<file path="config.mk">
export PLATFORM = sky130hd
export DESIGN_NAME = rgb_pwm_capture8
export DESIGN_NICKNAME = d
export VERILOG_FILES = /design/src/rtl/rgb_pwm_pkg.sv /design/src/rtl/rgb_pwm_capture8_duty.sv /design/src/rtl/rgb_pwm_capture8.sv
export SDC_FILE = /design/constraint.sdc
export NUM_CORES = 1
export LEC_CHECK = 0
export CORE_AREA = 2 2 117 119
export DETAILED_ROUTE_END_ITERATION = 10
export DIE_AREA = 0 0 119 121
export PLACE_DENSITY_LB_ADDON = 0.2
export SYNTH_ARGS = -nofsm -noshare
export SYNTH_HDL_FRONTEND = slang
export SYNTH_HIERARCHICAL = 1
export SYNTH_SLANG_ARGS = --single-unit
</file>
<file path="constraint.sdc">
create_clock -name clk -period 3.15 [get_ports clk]
set_input_delay 0.4725 -clock clk [delete_from_list [all_inputs] [get_ports clk]]
set_output_delay 0.4725 -clock clk [all_outputs]
set_load 0.02 [all_outputs]
</file>
<file path="src/rtl/rgb_pwm_pkg.sv">
// Shared definitions for the 8-bit RGB PWM link (transmit and receive ends).
package rgb_pwm_pkg;
  localparam int FRAME_LEN = 256;
  localparam int CODE_W    = 8;
  localparam int CNT_W     = CODE_W + 1;
  localparam int POS_W     = $clog2(FRAME_LEN);
  localparam int NUM_CH    = 3;

  typedef enum logic {UNLOCKED = 1'b0, LOCKED = 1'b1} lock_state_e;

  // A full-frame high count of 256 means code 255.
  function automatic logic [CODE_W-1:0] sat8(input logic [CNT_W-1:0] v);
    return v[CODE_W] ? {CODE_W{1'b1}} : v[CODE_W-1:0];
  endfunction
endpackage

</file>
<file path="src/rtl/rgb_pwm_capture8_duty.sv">
// Per-channel high-time counter; latches a saturated duty code at frame end.
module pwm_duty_counter
  import rgb_pwm_pkg::*;
(
  input  logic              clk,
  input  logic              rst,
  input  logic              i_s,
  input  logic              i_clr_load,
  input  logic              i_load_val,
  input  logic              i_end_frame,
  output logic [CNT_W-1:0]  o_count,
  output logic [CODE_W-1:0] o_code
);
  logic [CNT_W-1:0]  r_cnt;
  logic [CODE_W-1:0] r_code;
  logic [CNT_W-1:0]  w_sum;

  assign w_sum = r_cnt + CNT_W'(i_s);

  // Realign load beats frame end: the aborted frame never reports.
  always_ff @(posedge clk or posedge rst) begin
    if (rst) begin
      r_cnt  <= '0;
      r_code <= '0;
    end else if (i_clr_load) begin
      r_cnt  <= CNT_W'(i_load_val);
    end else if (i_end_frame) begin
      r_code <= sat8(w_sum);
      r_cnt  <= '0;
    end else begin
      r_cnt  <= w_sum;
    end
  end

  assign o_count = r_cnt;
  assign o_code  = r_code;
endmodule

</file>
<file path="src/rtl/rgb_pwm_capture8.sv">
// PWM receive end: synchronises R/G/B pins, tracks frame phase from rising edges, recovers duty codes.
module rgb_pwm_capture8
  import rgb_pwm_pkg::*;
#(
  parameter int SYNC_STAGES = 2,
  parameter int MISS_FRAMES = 4
) (
  input  logic              clk,
  input  logic              rst,
  input  logic              an,
  input  logic              r_i,
  input  logic              g_i,
  input  logic              b_i,
  output logic [CODE_W-1:0] rcolor_o,
  output logic [CODE_W-1:0] gcolor_o,
  output logic [CODE_W-1:0] bcolor_o,
  output logic              valid_o,
  output logic              locked_o,
  output logic              slip_o
);
  localparam int MW = $clog2(MISS_FRAMES + 1);

  logic [NUM_CH-1:0]                  w_pin;
  logic [NUM_CH-1:0][SYNC_STAGES-1:0] r_sync;
  logic [NUM_CH-1:0]                  w_s;
  logic [NUM_CH-1:0]                  r_s_d;
  logic                               w_rise;
  logic [POS_W-1:0]                   r_pos;
  logic [MW-1:0]                      r_miss, w_miss_nxt;
  logic                               r_seen, w_seen_nxt;
  lock_state_e                        r_state, w_state_nxt;
  logic                               w_realign, w_end, w_slip;
  logic                               r_valid, r_slip;
  logic [NUM_CH-1:0][CNT_W-1:0]       w_count;
  logic [NUM_CH-1:0][CODE_W-1:0]      w_code;
  logic                               w_count_unused;

  assign w_pin = {b_i, g_i, r_i};

  always_ff @(posedge clk or posedge rst) begin
    if (rst) begin
      r_sync <= '0;
      r_s_d  <= '0;
    end else begin
      for (int k = 0; k < NUM_CH; k++)
        r_sync[k] <= {r_sync[k][SYNC_STAGES-2:0], w_pin[k]};
      r_s_d <= w_s;
    end
  end

  always_comb begin
    for (int k = 0; k < NUM_CH; k++) w_s[k] = r_sync[k][SYNC_STAGES-1] ^ an;
  end

  // Coincident rises on several channels collapse into one event.
  assign w_rise    = |(w_s & ~r_s_d);
  assign w_realign = w_rise && ((r_state == UNLOCKED) || (r_pos != '0));
  assign w_end     = (r_pos == POS_W'(FRAME_LEN - 1)) && !w_realign;

  always_comb begin
    w_state_nxt = r_state;
    w_miss_nxt  = r_miss;
    w_seen_nxt  = r_seen;
    w_slip      = 1'b0;
    case (r_state)
      UNLOCKED: begin
        if (w_rise) begin
          w_state_nxt = LOCKED;
          w_miss_nxt  = '0;
          w_seen_nxt  = 1'b1;
        end
      end
      LOCKED: begin
        if (w_realign) begin
          w_slip     = 1'b1;
          w_miss_nxt = '0;
          w_seen_nxt = 1'b1;
        end else begin
          if (w_rise) w_seen_nxt = 1'b1;
          if (w_end) begin
            w_seen_nxt = 1'b0;
            if (r_seen) begin
              w_miss_nxt = '0;
            end else begin
              w_miss_nxt = r_miss + MW'(1);
              if (r_miss + MW'(1) >= MW'(MISS_FRAMES)) w_state_nxt = UNLOCKED;
            end
          end
        end
      end
      default: w_state_nxt = UNLOCKED;
    endcase
  end

  always_ff @(posedge clk or posedge rst) begin
    if (rst) begin
      r_state <= UNLOCKED;
      r_pos   <= '0;
      r_miss  <= '0;
      r_seen  <= 1'b0;
      r_valid <= 1'b0;
      r_slip  <= 1'b0;
    end else begin
      r_state <= w_state_nxt;
      r_pos   <= w_realign ? POS_W'(1) : r_pos + POS_W'(1);
      r_miss  <= w_miss_nxt;
      r_seen  <= w_seen_nxt;
      r_valid <= w_end;
      r_slip  <= w_slip;
    end
  end

  for (genvar k = 0; k < NUM_CH; k++) begin : g_ch
    pwm_duty_counter u_cnt (
      .clk         (clk),
      .rst         (rst),
      .i_s         (w_s[k]),
      .i_clr_load  (w_realign),
      .i_load_val  (w_s[k]),
      .i_end_frame (w_end),
      .o_count     (w_count[k]),
      .o_code      (w_code[k])
    );
  end

  assign w_count_unused = ^w_count;

  assign rcolor_o = w_code[0];
  assign gcolor_o = w_code[1];
  assign bcolor_o = w_code[2];
  assign valid_o  = r_valid;
  assign locked_o = (r_state == LOCKED);
  assign slip_o   = r_slip;
endmodule

</file>
==> impl_results.md <==
* Crit share post-route at 0.8122
* Number of DRC markers after the initial detailed-route iteration at 154
* Layout cell share with drive strength beyond 1 at 0.1114
* Number of buffers on the longest clock path at 2
* First-pass DRT Iterations at 4
* Number of buffers inserted for hold repair after clock tree synthesis at 0
* Data arrival at the endpoint of the critical path at 2.74 ns
* Measured slew at the worst slew-check pin at 0.9284 ns
* Length in cells of the worst reg-to-reg path at 8
* Routed vias at 2243
* Final critical-path required period at 2.558 ns
* Share of the synthesized area in the top cell type at 0.5818
* Number of nets in the synthesized netlist at 320
* Crit path buf inv count at 2
* Antenna violations before repair at 0
* Aggregate global-route resource usage at 0.1012
* Cells after Synth at 305
* Hold WS at 0.3488 ns
* Number of diodes added for antenna fixing at 0
* Number of remaining DRC errors at 0
* Vias per inst at 4.264
* Worst setup skew after layout at 0.008120 ns
* RSZ-0062 raised after global routing: false
* Largest net degree at the start of global routing at 26
* Number of different library cells in the post-synthesis netlist at 31
* Number of H-tree branching levels at 3
* Portion of total power attributed to the clock network at 0.421
* Global-route congestion overflow total at 0
* VDD IR-drop max at 0.0002161 V
* Mean area per synthesized cell at 10.58 µm²
* P_sw at 693.0 µW
* Final GP Congestion at 0.7666
* Area of the mapped netlist at 3226 µm²
* Top cells by count, synth: dfrtp_1 (75), nor2_1 (60), a21oi_1 (22)
* Stages on the worst setup path at 9
* Number of buffers inserted to repair setup after CTS at 0
* Fill count at 1353
* Setup crit end kind: register
* Post-synthesis async set-or-reset flop share at 1.000
* Chip Width at 119 µm
* Smallest setup slack after layout at 0.5916 ns
* Area inside the core boundary at 13090 µm²
* Clk root buf: clkbuf_16
* Gate power share at 0.154
* P&R area growth vs syn at 26.65%
* Total clock buffers created by CTS at 9
* Proportion of synthesized chip area in sequential cells at 0.5818
* Vertical extent of the die at 121 µm
* Number of enable-type register cells in the synthesized netlist at 0
* Slowest cell delay on critical path at 0.49 ns
* Vias in the first global route at 2344
* Number of violations of the max-capacitance limit at 0
* Clock edge transition at the registers on the reported setup and hold paths at 0.05 ns
* Drt wl/cell at 12.50 µm
* Proportion of total power due to net switching at 0.2673
* Main synth FF type: dfrtp_1
* Startpoint type of the worst setup path: input port
* Critical path's top delay family: simple AND/OR/NAND/NOR gates
* Number of warning messages in the yosys log at 6
* Required time reported for the critical path endpoint at 3.33 ns
* Type of the worst min-delay path: register to register
* Wire length of the first global-routing pass at 11520 µm
* Final-stage net count at 362
* Total I/O pin count at 33
* Cell type with the highest aggregate area in the netlist: dfrtp_1
* Standard-cell rows at 42
* Worst setup path class: input port to register
* Design internal power at 1900 µW
* Crit path max-delay cell type: clkdlybuf4s50_1
* Slew margin rel. at 0.3804
* Run status: finished, final reports clean
* Number of endpoints with negative hold slack in the final report at 0
* Areal power density over the cells at 634.7 nW/µm²
* Tot Pwr at 2593 µW
* Worst slack at placement at 0.2515 ns
* Number of input and output port buffers inserted at 32
* Final Routed Wirelength at 6575 µm
* Clock insertion delay at the later pin of the skew report at 0.33 ns
* Antenna violation net count after detailed routing at 0
* Leading cell type by number of instances after synthesis: dfrtp_1
* Cells along the critical path: clkdlybuf4s50_1, xor2_1, a222oi_1, a41oi_2, nor2_1, buf_4, nor2b_1, and3_1, a21oi_1
* Clock Sink Count at 75
* Initial core utilization at 0.2465
* Achievable frequency at 390.9 MHz
* FF+latch count, synth at 75
* Count of pins over their slew limit at 0
* Static Leak at 0.001825 µW
* Area of the die at 14400 µm²
* Final-report setup violation count at 0
* Critical path fanouts, max at 8
* Count of cells resized by post-cts repair at 0
* Fraction of power consumed by sequential logic at 0.424
* Number of cells on the worst hold path at 0
* Clock tree from TritonCTS: done
* Top cells by area in the synthesized netlist: dfrtp_1 (58%), nor2_1 (7.0%), xor2_1 (4.1%)
* Detailed placement HPWL at 4555 µm
* Final-layout setup total negative slack at 0 ns
## layout by cell type, fill, tap and decap left out, types with 2 or more instances in the layout
master	n
nand2_1	8
o31ai_1	4
a21oi_1	22
ha_1	9
o21ai_0	7
and2_1	2
nand3_1	19
nor2_1	60
a21oi_2	6
clkdlybuf4s50_1	32
bufinv_16	2
nand4_1	5
dfrtp_1	75
xor2_1	15
xnor2_1	13
nor2b_1	4
nand2b_1	2
nor4_1	2
nor4b_1	2
inv_1	17
a2bb2oi_1	2
clkbuf_16	9
or3_1	3
buf_4	10
and3_2	3
and3_1	5
or2_2	4
## worst reg2reg max path, stage by stage (launching register included)
cell and delay, ns:
dfrtp_1 0.43, ha_1 0.25, nand3_1 0.20, or2_2 0.38, nor2_1 0.14, buf_4 0.16
nor2b_1 0.16, and3_1 0.42, a21oi_1 0.13
## power by group through the flow
stage	Clock [µW]	Sequential, µW	Combinational (µW)
after floorplan	0	1110	293
after global placement	0	1120	406
after detailed placement	0	1120	408
after CTS	1120	1100	414
after global routing	1170	1110	462
final	1090	1100	400
## cell families after synthesis
| family | count (synthesis) | synth area share |
|---|---|---|
| AO/OA/AOI/OAI | 44 | 0.08806 |
| XOR/XNOR | 28 | 0.07603 |
| adder cells (fa/ha/maj) | 9 | 0.03491 |
| buffers and inverters | 28 | 0.04189 |
| flip-flops | 75 | 0.5818 |
| AND/OR/NAND/NOR | 121 | 0.1773 |
## path summary, 6_finish.rpt
| path | end | slack, ns | start |
|---|---|---|---|
| min reg2reg | r_sync[1]$_DFF_PP0_ | 0.35 | r_sync[0]$_DFF_PP0_ |
| max in group asynchronous | r_s_d[0]$_DFF_PP0_ | 1.79 | rst |
| max | g_ch[0].u_cnt/o_code[2]$_DFFE_PP0P_ | 0.59 | an |
| min | r_sync[1]$_DFF_PP0_ | 0.35 | r_sync[0]$_DFF_PP0_ |
| min in group asynchronous | g_ch[2].u_cnt/o_count[7]$_DFF_PP0_ | 0.66 | rst |
| max reg2reg | g_ch[0].u_cnt/o_code[2]$_DFFE_PP0P_ | 0.75 | r_pos[0]$_DFF_PP0_ |
## cell type report
cell class / count / area, µm² / share of cell area
sequential: 75 / 1877 / 0.4594
clock inverter: 4 / 76.32 / 0.01868
inverter: 17 / 63.81 / 0.01562
multi-input combinational: 202 / 1214 / 0.2971
clock buffer: 10 / 239.0 / 0.05850
tap: 176 / 220.2 / 0.05390
timing repair buffer: 42 / 395.4 / 0.09678
## metal layers
metal | vias up | wire length, µm | GRT usage
li1 | 1103 | - | -
met1 | 1093 | 3262 | 0.1377
met2 | 40 | 2988 | 0.1548
met3 | 7 | 233 | 0.02068
met4 | 0 | 91 | 0.04688
met5 | - | 0 | 0
## sequential cells by signal, indices dropped and copies added (netlist names), 3 cells and up
name                count
g_ch.u_cnt/o_count     27
g_ch.u_cnt/o_code      24
r_pos                   8
r_sync                  6
r_miss                  3
r_s_d                   3
## per-stage QoR
step / instances / cell area (µm²) / util
global route: 526 / 4085 / 0.3122
floorplan: 305 / 3226 / -
global placement: 512 / 3770 / 0.2881
CTS: 526 / 4085 / 0.3122
finish: 526 / 4085 / 0.3122
detailed placement: 512 / 3770 / 0.2881
Power figures use the tool's default switching activity.
